### config.mk
export PLATFORM = sky130hd
export DESIGN_NAME = decode_stage
export DESIGN_NICKNAME = d
export VERILOG_FILES = /design/src/rtl/decode_stage.sv
export SDC_FILE = /design/constraint.sdc
export NUM_CORES = 2
export LEC_CHECK = 0
export ABC_AREA = 0
export CAP_MARGIN = 20
export CELL_PAD_IN_SITES_DETAIL_PLACEMENT = 2
export CELL_PAD_IN_SITES_GLOBAL_PLACEMENT = 2
export CORE_AREA = 2 2 373 375
export CTS_BUF_LIST = sky130_fd_sc_hd__clkbuf_16
export DETAILED_ROUTE_END_ITERATION = 10
export DIE_AREA = 0 0 375 377
export PLACE_DENSITY = 0.82
export SYNTH_ARGS = -nofsm -noshare
export SYNTH_HDL_FRONTEND = slang
export SYNTH_SLANG_ARGS = --single-unit
### constraint.sdc
create_clock -name clk -period 6.73 [get_ports clk]
set_input_delay 1.6825 -clock clk [delete_from_list [all_inputs] [get_ports clk]]
set_output_delay 1.6825 -clock clk [all_outputs]
set_load 0.01 [all_outputs]
### src/rtl/decode_stage.sv
// decode_stage: MIPS ID stage with register file, decoder, early branch, ID/EX register.
// Optional WGHT_EN: enables the WGHT R-type op (funct 111111) and the RF[Rd] read port.
module decode_stage #(
  parameter int PC_SIZE = 8
) (
  input  logic               clk,
  input  logic               reset,
  input  logic [31:0]        InstrD,
  input  logic [PC_SIZE-1:0] PCPlus1D,
  input  logic               ForwardAD,
  input  logic               ForwardBD,
  input  logic               FlushE,
  input  logic [31:0]        ALUOutM,
  input  logic [31:0]        ResultW,
  input  logic               RegWriteW,
  input  logic [4:0]         WriteRegW,
  output logic [31:0]        RD1E,
  output logic [31:0]        RD2E,
  output logic [31:0]        RD3E,
  output logic               BranchD,
  output logic [4:0]         RsD,
  output logic [4:0]         RtD,
  output logic [4:0]         RdD,
  output logic [2:0]         ALUControlD,
  output logic               PCSrcD,
  output logic [PC_SIZE-1:0] PCBranchD,
  output logic [4:0]         RsE,
  output logic [4:0]         RtE,
  output logic [4:0]         RdE,
  output logic [31:0]        SignImmE,
  output logic               RegWriteE,
  output logic               MemtoRegE,
  output logic               MemWriteE,
  output logic               ALUSrcE,
  output logic               RegDstE,
  output logic [2:0]         ALUControlE
);

  localparam logic [5:0] OpR    = 6'b000000;
  localparam logic [5:0] OpLw   = 6'b100011;
  localparam logic [5:0] OpSw   = 6'b101011;
  localparam logic [5:0] OpBeq  = 6'b000100;
  localparam logic [5:0] OpAddi = 6'b001000;

  logic [31:0] regFile [32];
  logic [5:0]  op;
  logic [5:0]  funct;
  logic [31:0] signImm;
  logic [31:0] rd1;
  logic [31:0] rd2;
  logic [31:0] srcA;
  logic [31:0] srcB;
  logic        rKnown;
  logic [2:0]  rAlu;
  logic        regWriteD;
  logic        memtoRegD;
  logic        memWriteD;
  logic        aluSrcD;
  logic        regDstD;

  assign op      = InstrD[31:26];
  assign funct   = InstrD[5:0];
  assign RsD     = InstrD[25:21];
  assign RtD     = InstrD[20:16];
  assign RdD     = InstrD[15:11];
  assign signImm = {{16{InstrD[15]}}, InstrD[15:0]};

  // Register file: r0 is never written; reset clears every entry.
  always_ff @(posedge clk) begin
    if (reset) begin
      for (int i = 0; i < 32; i++) regFile[i] <= '0;
    end else if (RegWriteW && WriteRegW != 5'd0) begin
      regFile[WriteRegW] <= ResultW;
    end
  end

  // Reads bypass the write port so a same-cycle write is seen immediately.
  assign rd1 = (RsD == 5'd0) ? '0 :
               (RegWriteW && WriteRegW == RsD) ? ResultW : regFile[RsD];
  assign rd2 = (RtD == 5'd0) ? '0 :
               (RegWriteW && WriteRegW == RtD) ? ResultW : regFile[RtD];

`ifdef WGHT_EN
  logic [31:0] rd3;
  assign rd3 = (RdD == 5'd0) ? '0 :
               (RegWriteW && WriteRegW == RdD) ? ResultW : regFile[RdD];
`endif

  // R-type function decode; unknown functs disable all controls.
  always_comb begin
    rKnown = 1'b1;
    rAlu   = 3'b000;
    unique case (funct)
      6'b100000: rAlu = 3'b010;
      6'b100010: rAlu = 3'b110;
      6'b100100: rAlu = 3'b000;
      6'b100101: rAlu = 3'b001;
      6'b101010: rAlu = 3'b111;
`ifdef WGHT_EN
      6'b111111: rAlu = 3'b011;
`endif
      default:   rKnown = 1'b0;
    endcase
  end

  // Main opcode decoder.
  always_comb begin
    regWriteD   = 1'b0;
    memtoRegD   = 1'b0;
    memWriteD   = 1'b0;
    aluSrcD     = 1'b0;
    regDstD     = 1'b0;
    BranchD     = 1'b0;
    ALUControlD = 3'b000;
    unique case (1'b1)
      op == OpR: begin
        regWriteD   = rKnown;
        regDstD     = rKnown;
        ALUControlD = rAlu;
      end
      op == OpLw: begin
        regWriteD   = 1'b1;
        aluSrcD     = 1'b1;
        memtoRegD   = 1'b1;
        ALUControlD = 3'b010;
      end
      op == OpSw: begin
        memWriteD   = 1'b1;
        aluSrcD     = 1'b1;
        ALUControlD = 3'b010;
      end
      op == OpBeq: begin
        BranchD     = 1'b1;
        ALUControlD = 3'b110;
      end
      op == OpAddi: begin
        regWriteD   = 1'b1;
        aluSrcD     = 1'b1;
        ALUControlD = 3'b010;
      end
      default: ;
    endcase
  end

  assign srcA      = ForwardAD ? ALUOutM : rd1;
  assign srcB      = ForwardBD ? ALUOutM : rd2;
  assign PCSrcD    = BranchD & (srcA == srcB);
  assign PCBranchD = PCPlus1D + signImm[PC_SIZE-1:0];

  // ID/EX pipeline register; reset and flush both produce a bubble.
  always_ff @(posedge clk) begin
    if (reset || FlushE) begin
      RD1E        <= '0;
      RD2E        <= '0;
      RsE         <= '0;
      RtE         <= '0;
      RdE         <= '0;
      SignImmE    <= '0;
      RegWriteE   <= 1'b0;
      MemtoRegE   <= 1'b0;
      MemWriteE   <= 1'b0;
      ALUSrcE     <= 1'b0;
      RegDstE     <= 1'b0;
      ALUControlE <= '0;
    end else begin
      RD1E        <= rd1;
      RD2E        <= rd2;
      RsE         <= RsD;
      RtE         <= RtD;
      RdE         <= RdD;
      SignImmE    <= signImm;
      RegWriteE   <= regWriteD;
      MemtoRegE   <= memtoRegD;
      MemWriteE   <= memWriteD;
      ALUSrcE     <= aluSrcD;
      RegDstE     <= regDstD;
      ALUControlE <= ALUControlD;
    end
  end

`ifdef WGHT_EN
  // Accumulator operand for the execute stage.
  always_ff @(posedge clk) begin
    if (reset || FlushE) RD3E <= '0;
    else                 RD3E <= rd3;
  end
`else
  assign RD3E = '0;
`endif

endmodule

=== Yosys cells after proc, flatten, opt, wreduce, memory -nomap -nowiden ===
Memory sizes are Yosys's and may differ from the RTL's.
Cells that the tools add are included.

* Memories: 1
* Logic and storage cells: 63
* Output and inout port bits: 179
* Input bits: 115
* Memory bits (read-only): 0
* Memory bits (writable): 1024
* Flip-flop bits (word level): 103
* Latch bits: 0

{| class="wikitable"
|+ Memories
! name !! depth !! width !! read ports !! clocked after memory_dff !! write ports !! RTL line !! text
|-
| regFile || 32 || 32 || 2 || 0 || 32 || 45 || <nowiki>logic [31:0] regFile [32];</nowiki>
|}

* Multiply operators: 0
* Bitwise operators: 2
* $add $sub $neg: 1
* Equality and inequality tests: 12
* Shifts and indexed selects: 0
* Order comparisons: 0
* Reduce and logical (&&, ||, !) cells: 13
* Multiplexer cells: 22
* Divide/modulo/power cells: 0

{| class="wikitable"
|+ Operator list
! operator !! number
|-
| 2-to-1 mux 32 bit || 7
|-
| == test 6 bit, second input constant || 7
|-
| == test 32 bit || 1
|-
| OR reduction 32 bit || 1
|-
| case mux 3 bit (4 select lines) || 1
|-
| 2-to-1 mux 1 bit || 11
|-
| == test 5 bit || 2
|-
| zero test 5 bit || 2
|-
| case mux 3 bit (3 select lines) || 1
|-
| adder 8 bit || 1
|-
| == test 6 x 3 -> 1 bit, second input constant || 1
|-
| == test 6 x 4 -> 1 bit, second input constant || 1
|-
| zero test 6 bit || 1
|-
| 2-to-1 mux 5 bit || 1
|-
| nonzero test 5 bit || 1
|-
| OR reduction 5 bit || 1
|-
| OR reduction 2 bit || 2
|-
| logical AND 1 bit || 3
|-
| OR reduction 3 bit || 1
|-
| case mux 1 bit (2 select lines) || 1
|-
| bitwise AND 1 bit || 1
|-
| logical OR 1 bit || 1
|-
| inverter 1 bit || 1
|}

=== Logic depth before layout (Yosys ltp) ===
* Depth after elaboration: 7
* Depth in mapped cells: 17

=== Worst setup path before layout ===
No wires, ideal clock.

* Path kind: input to output
* Start: in InstrD[16]
* End: out PCSrcD
* Data arrival time: 4.648 ns
* Stages: 14
* Slack: 0.400 ns
* Path through: buf_4 > buf_6 > buf_2 > buf_2 > mux2_2 > a221oi_1 > a22oi_1 > o211ai_1 > o21ai_0 > xnor2_1 > nand3_1 > nor3_1 > nand4_1 > a2111oi_2

* Cells in the longest elaborated chain, start to end: 7
* Elaborated cells between the ends (all ways): 9
* Those cells by class: eq/ne: 2; mux: 3; bitwise: 1; reduce/logical: 2; memory: 1

{| class="wikitable"
|+ RTL lines
! what !! RTL line !! text
|-
| from (decl) || 8 || <nowiki>input logic [31:0] InstrD,</nowiki>
|-
| parallel branches: the longest is 3 deep, another holds memory (32 x 32 bit) || - ||
|-
| 2-to-1 mux 32 bit * || 80 || <nowiki>assign rd2 = (RtD == 5'd0) ? '0 :</nowiki>
|-
| 2-to-1 mux 32 bit * || 146 || <nowiki>assign srcB = ForwardBD ? ALUOutM : rd2;</nowiki>
|-
| == test 32 bit * || 147 || <nowiki>assign PCSrcD = BranchD & (srcA == srcB);</nowiki>
|-
| bitwise AND 1 bit * || 147 ||
|-
| to (decl) || 25 || <nowiki>output logic PCSrcD,</nowiki>
|}

Every way passes the cells marked *.

=== Worst setup path in the final report ===
Same ends and word-level chain as after synthesis.

==> key figures <==
GRT
  • Vias in the first global route: 54900
  • Met3 Track Usage GR: between 10% and 20%
  • All-layer global routing usage: a little under half
  • Antenna violations before repair: between 40 and 50
  • GR Layer Usage met1: between 50% and 60%
  • GR peak layer: met2
  • Grt ovf: 0
  • First-pass GRT wire length: roughly 460000 µm
  • Met2 track demand over resource: about 71%
  • Pin count of the biggest net entering global routing: 62

Power and ir drop
  • Static leakage: 27.7 nW
  • Power per Cell Area: around 260 mW/mm²
  • Final Power: about 20 mW
  • Peak supply drop: 234 µV

Final layout
  • Finished Layout Cells: around 7200
  • Cell area after layout: around 0.077 mm²
  • FF+latch area: 0.0327 mm²
  • Util after Layout: between 50% and 60%
  • Nets: ~5400
  • Area Overhead vs Synth: 27.2%
  • Multi-input logic area: 0.0260 mm²
  • Commonest cells after routing, fill and taps aside: edfxtp_1, buf_4, and2_1, nor3_1, mux4_2
  • Fillers: 12200
  • Most common library cell in the layout ignoring fill and taps: edfxtp_1
  • Layout cell share with drive strength beyond 1: about a third

Synthesis
  • Synth top area cells: edfxtp_1, mux4_2, and2_1
  • Post-synthesis async set-or-reset flop share: 0%
  • Largest area contributor in the netlist: edfxtp_1
  • Warnings, synthesis: 0
  • Synth Cell Area: between 0.06 and 0.07 mm²
  • Cell count after synthesis: about 4500
  • Seq cells post-synth: 1122
  • Primary FF master, synth: edfxtp_1
  • Synth top area share: between 50 and 60%
  • Sequential fraction of the synthesis area: between 50% and 60%
  • Post-synthesis cell type count: 82
  • Syn Area/Cell: between 10 and 15 µm²
  • Number of synthesized flops with an enable pin: just over 1000

Floorplan
  • Row count: roughly 140
  • Core area: 0.137 mm²
  • IO Count: 294
  • Die W: between 300 and 400 µm
  • Die H: around 380 µm
  • Die Footprint: ~0.14 mm²
  • Initial core utilization: 44.0%

Timing
  • Final Setup Violations: 1
  • Worst relative slew slack: -15.3%
  • Slew @ Worst Pin: between 1.5 and 2 ns
  • Final Hold Vio Count: 0
  • Slew Limit Fails: 5
  • Final Skew: between 0.02 and 0.03 ns
  • Final setup margin: -1.33 ns
  • WHS: between 1 and 1.5 ns
  • RSZ-0062 raised after global routing: true
  • Period utilization: 120%
  • Crit path time final: slightly above 8 ns
  • Fmax: roughly 120 MHz

Worst setup path
  • Worst Path Buf+Inv: 9
  • Reg2Reg Capture Point: RD1E[14]$_SDFF_PP0_
  • Worst stage delay on the critical path: 1.28 ns
  • Worst path cell trace: buf_16 > buf_12 > buf_4 > buf_12 > buf_4 > buf_4 > nor2_1 > buf_4 > nand2_1 > o2111ai_1 > a32oi_1 > a21oi_1 > xor2_1 > nor4_2 > nand4_1 > a2111oi_4 > buf_4 > buf_6
  • Top cell by count, worst path: buf_4
  • Startpoint types: input pin
  • Arr. time, crit path: between 6 and 7 ns
  • CP Capture Type: primary output
  • Worst Path Class, Setup: input pin to primary output
  • CP Launch Point: InstrD[16]
  • Critical Path Sink: PCSrcD
  • R2r setup slk: between 3 and 4 ns
  • Top Family by Delay on Critical Path: simple AND/OR/NAND/NOR gates
  • Crit Path Max Fanout: 8
  • CP max-delay cell: nor2_1
  • R2R Path Start: regFile[14][14]$_SDFFCE_PN0P_
  • CP Depth: 18
  • Reg2reg path depth: 10
  • Required time worst endpoint: 5.05 ns

Detailed routing
  • DRC: 0
  • Final wirelength: between 300000 and 400000 µm
  • Drt first pass iters: 9
  • Antenna-violating nets left: 0
  • Drt wl/cell: around 49 µm
  • DR vias: approximately 55000
  • Vias per std cell: about 7.6
  • DRT iter0 DRCs: 10600

Clock tree
  • Hold_buf cts: 0
  • Root Driver: clkbuf_16
  • CTS max path bufs: 3
  • Sink Count: ~1100
  • CTS buffer count: about 130
  • H-tree levels: 4
  • CTS tree: done
  • Clk_lat worst skew: 0.90 ns
  • Worst-path clk slew: approximately 0.060 ns

Place
  • Final GP Congestion: 1.00
  • HPWL after DPL: 220000 µm
  • Port Buffers: approximately 260
  • DP Area: slightly below 0.07 mm²
  • Post-Place Cells: around 7000

Hold path
  • Worst hold path type: flip-flop to flip-flop

Status
  • Failing checks: max-capacitance violations, max-slew violations, negative setup slack
  • Status: finished with violations

Flow run
  • Number of max-cap violations: 2
layer usage:
| layer | vias up | wire, µm | share of wire [%] |
|---|---|---|---|
| li1 | 18900 | - | - |
| met1 | 27700 | 113000 | 32 |
| met2 | 6170 | 153000 | 43 |
| met3 | 2215 | 51700 | 14 |
| met4 | 36 | 38500 | 11 |
| met5 | - | 275 | 0.077 |
cell families (layout without fill, tap and decap cells):
logic type,Yosys count,after routing,share of synthesized area [%]
AND/OR/NAND/NOR,1562,1562,13.9
flip-flops,1122,1122,54.3
multiplexers,675,675,20.1
buffers and inverters,582,1431,4.73
AO/OA/AOI/OAI,486,486,5.85
XOR/XNOR,62,62,0.902
adder cells (fa/ha/maj),8,8,0.179
other,1,92,0.00623
worst min path at each step:
stage                                        from                   to  slack (ns)  cells past startpoint
finish              regFile[20][26]$_SDFFCE_PN0P_  RD2E[26]$_SDFF_PP0_        1.22                      4
global route        regFile[20][26]$_SDFFCE_PN0P_  RD2E[26]$_SDFF_PP0_        1.24                      4
CTS                 regFile[20][26]$_SDFFCE_PN0P_  RD2E[26]$_SDFF_PP0_        1.19                      4
detailed placement  regFile[23][26]$_SDFFCE_PN0P_  RD2E[26]$_SDFF_PP0_        1.14                      4
global placement     regFile[1][19]$_SDFFCE_PN0P_  RD1E[19]$_SDFF_PP0_        1.14                      7
floorplan             regFile[1][1]$_SDFFCE_PN0P_   RD2E[1]$_SDFF_PP0_        0.77                      5
power by group:
part / total, mW / internal (mW) / switching (mW)
combinational: 3.77 / 1.47 / 2.31
sequential: 8.31 / 7.99 / 0.315
clock: 7.59 / 4.09 / 3.51
worst reg2reg max path, cell delays in order, from the launching register on:
cell      delay (ns)
edfxtp_1        0.42
mux4_2          0.53
a22o_1          0.25
nor4_2          0.19
buf_4           0.23
a211oi_2        0.07
buf_6           0.17
buf_4           0.15
buf_4           0.12
a21oi_1         0.61
nor2_1          0.15
cell usage after synthesis (all sizes together) (36+ instances only):
cell type,count
mux2i,202
or2,36
clkbuf,304
buf,241
xnor2,36
mux4,420
a21oi,88
nor3,463
o21ai,48
nand2,170
a221oi,40
dfxtp,98
and2,592
nor2,162
edfxtp,1024
a22oi,46
mux2,53
o221ai,58
cell type report:
cell class                 count  area share, %
sequential                  1122           42.7
multi-input combinational   2857           34.0
timing repair buffer        1153           14.4
clock buffer                 138           4.51
tap                         1794           2.93
clock inverter               103           1.17
inverter                      37          0.194
antenna                       28         0.0915
metrics by stage:
step	setup TNS [ns]	setup WS, ns
after floorplan	0	0.400
after global placement	-1.39	-1.39
after detailed placement	-1.49	-1.49
after CTS	-0.149	-0.149
after global routing	-1.07	-1.07
final	-1.33	-1.33
what timing repair did:
item / CTS / global route
endpoints found under the setup margin: 1 / 1
buffers inserted: 74 / 43
gates cloned: 7 / 2
pin swaps: 61 / 41
gates resized for setup: 229 / 97
flip-flops by register name (all words and copies together) (netlist names):
register     flops
RD2E            32
RsE              5
MemtoRegE        1
ALUControlE      3
RegWriteE        1
RegDstE          1
SignImmE        11
RtE              5
RD1E            32
MemWriteE        1
RdE              5
ALUSrcE          1
regFile       1024
(Power assumes the default switching activity.)
